File: src/rtl/regfile_mrw_if.sv
// Register-file access bus: one write port plus NREAD packed read ports.
// The master drives writes and read requests; the slave (the register file)
// returns registered read data.
interface regfile_mrw_if #(
  parameter int WIDTH = 64,
  parameter int AW    = 5,
  parameter int NREAD = 2
);
  logic                   wr_en;
  logic [AW-1:0]          wr_addr;
  logic [WIDTH-1:0]       wr_data;
  logic [NREAD-1:0]       rd_en;
  logic [NREAD*AW-1:0]    rd_addr;
  logic [NREAD*WIDTH-1:0] rd_data;

  modport master (output wr_en, wr_addr, wr_data, rd_en, rd_addr, input  rd_data);
  modport slave  (input  wr_en, wr_addr, wr_data, rd_en, rd_addr, output rd_data);
endinterface

File: src/rtl/regfile_mrw.sv
// regfile_mrw: WIDTH x DEPTH register file, one write port, NREAD registered
// read ports, optional hard-wired zero register at DEPTH-1.
// Optional feature macro: REGFILE_MRW_BYPASS_EN -- when defined, a read that
// collides with a same-edge write to the same address returns the new data
// (write-first); otherwise the old storage value is returned (read-first).

// One read port: address lookup plus the output flop.
module regfile_mrw_rdport #(
  parameter int WIDTH    = 64,
  parameter int DEPTH    = 32,
  parameter int AW       = 5,
  parameter int ZERO_REG = 1
) (
  input  logic                        clk,
  input  logic                        reset_n,
  input  logic [DEPTH-1:0][WIDTH-1:0] mem,
  input  logic                        en,
  input  logic [AW-1:0]               addr,
  input  logic                        fwd_hit,
  input  logic [WIDTH-1:0]            fwd_data,
  output logic [WIDTH-1:0]            q
);
  logic [WIDTH-1:0] look;
  logic [WIDTH-1:0] nxt;

  // Decode the address; out-of-range and the zero register match nothing and read 0.
  always_comb begin
    look = '0;
    for (int i = 0; i < DEPTH; i++) begin
      if (!(ZERO_REG != 0 && i == DEPTH-1) && addr == AW'(i)) look = mem[i];
    end
    nxt = fwd_hit ? fwd_data : look;
  end

  // Output register: loads on rd_en, otherwise holds.
  always_ff @(posedge clk or negedge reset_n) begin
    if (!reset_n) q <= '0;
    else if (en)  q <= nxt;
  end
endmodule

module regfile_mrw #(
  parameter int WIDTH    = 64,
  parameter int DEPTH    = 32,
  parameter int NREAD    = 2,
  parameter int ZERO_REG = 1,
  localparam int AW      = $clog2(DEPTH)
) (
  input  logic           clk,
  input  logic           reset_n,
  regfile_mrw_if.slave   bus
);
  localparam logic [AW:0]   DEPTH_W = (AW+1)'(DEPTH);
  localparam logic [AW-1:0] ZADDR   = AW'(DEPTH-1);

  logic [DEPTH-1:0][WIDTH-1:0] mem;
  logic [NREAD-1:0][WIDTH-1:0] rdq;
  logic [NREAD-1:0]            fwd_hit;
  logic                        wr_ok;

  // A write lands only for an in-range, non-zero-register address.
  assign wr_ok = bus.wr_en && ({1'b0, bus.wr_addr} < DEPTH_W) &&
                 !(ZERO_REG != 0 && bus.wr_addr == ZADDR);

  for (genvar w = 0; w < DEPTH; w++) begin : g_word
    // Storage word w: cleared by reset, loaded on a matching accepted write.
    always_ff @(posedge clk or negedge reset_n) begin
      if (!reset_n)                               mem[w] <= '0;
      else if (wr_ok && bus.wr_addr == AW'(w))    mem[w] <= bus.wr_data;
    end
  end

  for (genvar p = 0; p < NREAD; p++) begin : g_rd
`ifdef REGFILE_MRW_BYPASS_EN
    // wr_ok already excludes dropped writes, so they never forward.
    assign fwd_hit[p] = wr_ok && bus.wr_addr == bus.rd_addr[p*AW +: AW];
`else
    assign fwd_hit[p] = 1'b0;
`endif
    regfile_mrw_rdport #(
      .WIDTH(WIDTH), .DEPTH(DEPTH), .AW(AW), .ZERO_REG(ZERO_REG)
    ) u_rd (
      .clk     (clk),
      .reset_n (reset_n),
      .mem     (mem),
      .en      (bus.rd_en[p]),
      .addr    (bus.rd_addr[p*AW +: AW]),
      .fwd_hit (fwd_hit[p]),
      .fwd_data(bus.wr_data),
      .q       (rdq[p])
    );
  end

  assign bus.rd_data = rdq;
endmodule

File: src/flat_wrapper.sv
// flat-port wrapper written by rule: the top's interface ports become plain ports
module regfile_mrw_flat 
#(
  parameter int WIDTH    = 64,
  parameter int DEPTH    = 32,
  parameter int NREAD    = 2,
  parameter int ZERO_REG = 1,
  localparam int AW      = $clog2(DEPTH)
)
  (clk, reset_n, bus_wr_en, bus_wr_addr, bus_wr_data, bus_rd_en, bus_rd_addr, bus_rd_data);
  regfile_mrw_if #(.WIDTH(WIDTH), .AW(5), .NREAD(NREAD)) bus_i ();
  input  logic clk;
  input  logic reset_n;
  input wire logic [$bits(bus_i.wr_en)-1:0] bus_wr_en;
  input wire logic [$bits(bus_i.wr_addr)-1:0] bus_wr_addr;
  input wire logic [$bits(bus_i.wr_data)-1:0] bus_wr_data;
  input wire logic [$bits(bus_i.rd_en)-1:0] bus_rd_en;
  input wire logic [$bits(bus_i.rd_addr)-1:0] bus_rd_addr;
  output wire logic [$bits(bus_i.rd_data)-1:0] bus_rd_data;
  assign bus_i.wr_en = bus_wr_en;
  assign bus_i.wr_addr = bus_wr_addr;
  assign bus_i.wr_data = bus_wr_data;
  assign bus_i.rd_en = bus_rd_en;
  assign bus_i.rd_addr = bus_rd_addr;
  assign bus_rd_data = bus_i.rd_data;
  regfile_mrw #(.WIDTH(WIDTH), .DEPTH(DEPTH), .NREAD(NREAD), .ZERO_REG(ZERO_REG)) u_core (.clk(clk), .reset_n(reset_n), .bus(bus_i));
endmodule
File: config.mk
export PLATFORM = sky130hd
export DESIGN_NAME = regfile_mrw_flat
export DESIGN_NICKNAME = d
export VERILOG_FILES = /design/src/rtl/regfile_mrw_if.sv /design/src/rtl/regfile_mrw.sv /design/src/flat_wrapper.sv
export SDC_FILE = /design/constraint.sdc
export NUM_CORES = 2
export LEC_CHECK = 0
export ABC_CLOCK_PERIOD_IN_PS = 3500
export BUFFER_PORTS_ARGS = -buffer_cell sky130_fd_sc_hd__buf_4
export CORE_ASPECT_RATIO = 1.4
export CORE_MARGIN = 3
export CORE_UTILIZATION = 42
export DETAILED_ROUTE_END_ITERATION = 8
export PLACE_DENSITY = 0.59
export SETUP_SLACK_MARGIN = 0.02
export SLEW_MARGIN = 20
export SYNTH_ARGS = -nofsm -noshare
export SYNTH_HDL_FRONTEND = slang
export SYNTH_HIERARCHICAL = 1
export SYNTH_SLANG_ARGS = --single-unit
File: constraint.sdc
create_clock -name clk -period 3.5 [get_ports clk]
set_input_delay 0.175 -clock clk [delete_from_list [all_inputs] [get_ports clk]]
set_output_delay 0.175 -clock clk [all_outputs]
set_load 0.01 [all_outputs]
==> results.cfg <==
[pwr]
clock_power_share_pct = 34.7
power.leakage_nw = 55.74
vdd_drop_max_mv = 0.4355
combinationalPowerShare_pct = 18.9
p_sw_share_pct = 30.45
p_int_mw = 50.10
powerDensity_nw_per_um2 = 548.2
p_switching_mw = 21.94
pwr-share-seq_pct = 46.4

[placed_design]
portBuffers = 211
post_dp_cell_area_sq_um = 123200
pre_cts_slack_ns = 0.3343
dp_hpwl_microns = 345000
gp_congestion = 1.027

[critical_path]
r2r_cells = 8
endpoint = u_core/g_rd[1].u_rd/q[1]$_DFFE_PN0P_
crit_type = input port to flop
r2r_setup_slack_ns = 0.91
worstReg2RegEnd = u_core/g_rd[0].u_rd/q[32]$_DFFE_PN0P_
crit_fanout = 32
cp.required_ns = 4.35
startpoint = bus_rd_addr[5]
critPathLaunchType = input port
setup.worst_path.end_class = flop
arrival_ns = 3.84
r2r_start = u_core/mem[160]$_DFFE_PN0P_

[sta]
layout_setup_ws_ns = 0.5052
fin_crit_sh_pct = 85.56
whs_ns = 0.06254
finalHoldViolations = 0
finalSetupViolations = 0
maxSlewViolCount = 0
clock.fmax_ghz = 0.3339
finalSetupTns_ns = 0
fin_worst_skew_ns = 0.09490
worst_pin_slew_ns = 1.099
rsz0062_at_grt = false
relSlewSlack_pct = 26.18
fin_crit_ns = 2.995

[synthesis]
netlist_area_sq_um = 115900
synth_cells = 10440
avgSynthCellArea_sq_um = 11.10
ys.warnings.count = 6

[status]
failed_checks = design-rule violations
status = complete, but fails checks

[clock_network]
cts_buffers = 226
cts_tree = done
cts_setup_buffers = 0
htree_levels = 4
clk_pin_slew_ns = 0.07
cts.sinks = 2112
worstSkewPairLatency_ns = 0.96
cts_buffer_depth = 4
root_buffer = clkbuf_16

[die]
num_rows = 227
boundaryPins = 212
dieHeight_microns = 627.4
core_area_sq_um = 273800
initial_utilization_pct = 42.32
die_area_sq_um = 282300
die_x_microns = 449.9

[routing]
drtAntennaViolNets = 0
drt-total-wl_microns = 545300
drt-pass1-iter-count = 9
num_vias = 100500
viasPerCell = 7.095
avgRoutedWirePerCell_microns = 38.50
drc = 6
drtIter0Drc = 12950

[global_route]
grt_util_all_layers_pct = 37.40
antenna_found_initial = 52
grt_pass1_vias = 101100
grt_pass1_wl_microns = 761000
grt_max_degree = 142
grt_overflow = 0

[cells_and_area]
fin_area_sq_um = 131400
syn2layout_area_growth_pct = 13.42
drive_above_1_share_pct = 32.53
final_nets = 10400

[run]
drv_cap = 0

[hold_path]
hold_path_class = input port to flop
[layer usage]
metal	wire length, microns	part of all wire, %	global-route usage, %	vias up
li1	-	-	-	39540
met3	54090	9.9	9.183	2507
met2	240600	44	57.50	6931
met1	195600	36	44.31	51460
met5	327	0.060	0.2060	-
met4	54720	10	30.95	44
[how the worst min path moves through the flow]
stage	slack [ns]	to	depth (start not counted)	startpoint
finish	0.06	u_core/mem[1861]$_DFFE_PN0P_	4	bus_wr_addr[4]
global route	0.07	u_core/mem[1861]$_DFFE_PN0P_	4	bus_wr_addr[4]
CTS	0.03	u_core/mem[1259]$_DFFE_PN0P_	3	bus_wr_addr[1]
detailed placement	0.14	u_core/mem[198]$_DFFE_PN0P_	1	reset_n
global placement	0.14	u_core/mem[134]$_DFFE_PN0P_	1	reset_n
floorplan	-0.12	u_core/g_rd[0].u_rd/q[0]$_DFFE_PN0P_	0	reset_n
[layout make-up]
| cell class | instances | area, sq um |
|---|---|---|
| sequential | 2112 | 52850 |
| fill | 25160 | 142400 |
| clock buffer | 334 | 6685 |
| timing repair buffer | 786 | 8213 |
| multi-input combinational | 7174 | 58220 |
| tap | 3664 | 4584 |
| antenna | 16 | 40.04 |
| clock inverter | 62 | 745.7 |
| inverter | 14 | 65.06 |
[stage by stage]
stage,total power [mW],util (%),instances
CTS,71.75,47.98,14150
finish,72.04,47.99,14160
global route,74.44,47.98,14150
detailed placement,46.87,45.00,13680
global placement,46.25,44.99,13680
floorplan,40.98,-,10440
[layout by cell type (no fill, tap or decap), drive strengths merged, types with 172 or more instances in the layout]
master,count
a22oi,176
mux2,2115
mux2i,297
dfrtp,2112
buf,716
o21ai,598
a21oi,539
nor2,322
nand2,410
nor2b,188
or3,172
clkbuf,334
a211oi,223
o22ai,468
[power by group through the flow]
stage	Clock (mW)	Sequential [mW]	Combinational [mW]
global route	26.1	33.9	14.4
global placement	0	33.4	12.9
detailed placement	0	33.6	13.2
finish	25.0	33.5	13.6
floorplan	0	32.1	8.87
CTS	25.2	33.2	13.4
[worst max-delay path, cell delays in order]
cell and delay, ns:
dlygate4sd3_1 0.64, buf_8 0.32, or2b_4 0.39, buf_4 0.38, o21ai_0 0.19, a211oi_1 0.72
o221ai_1 0.36, or3_1 0.38, o21ai_1 0.19
[sequential cells by signal (all words and copies together), names as in the netlist]
register	flops
u_core/mem	1984
u_core/g_rd.u_rd/q	128
[repair_timing]
item,4_1_cts,5_1_grt
endpoints found under the setup margin,0,0
hold buffers,71,0
hold endpoints to repair,3637,0
gates resized for setup,0,0
(Power assumes the default switching activity.)
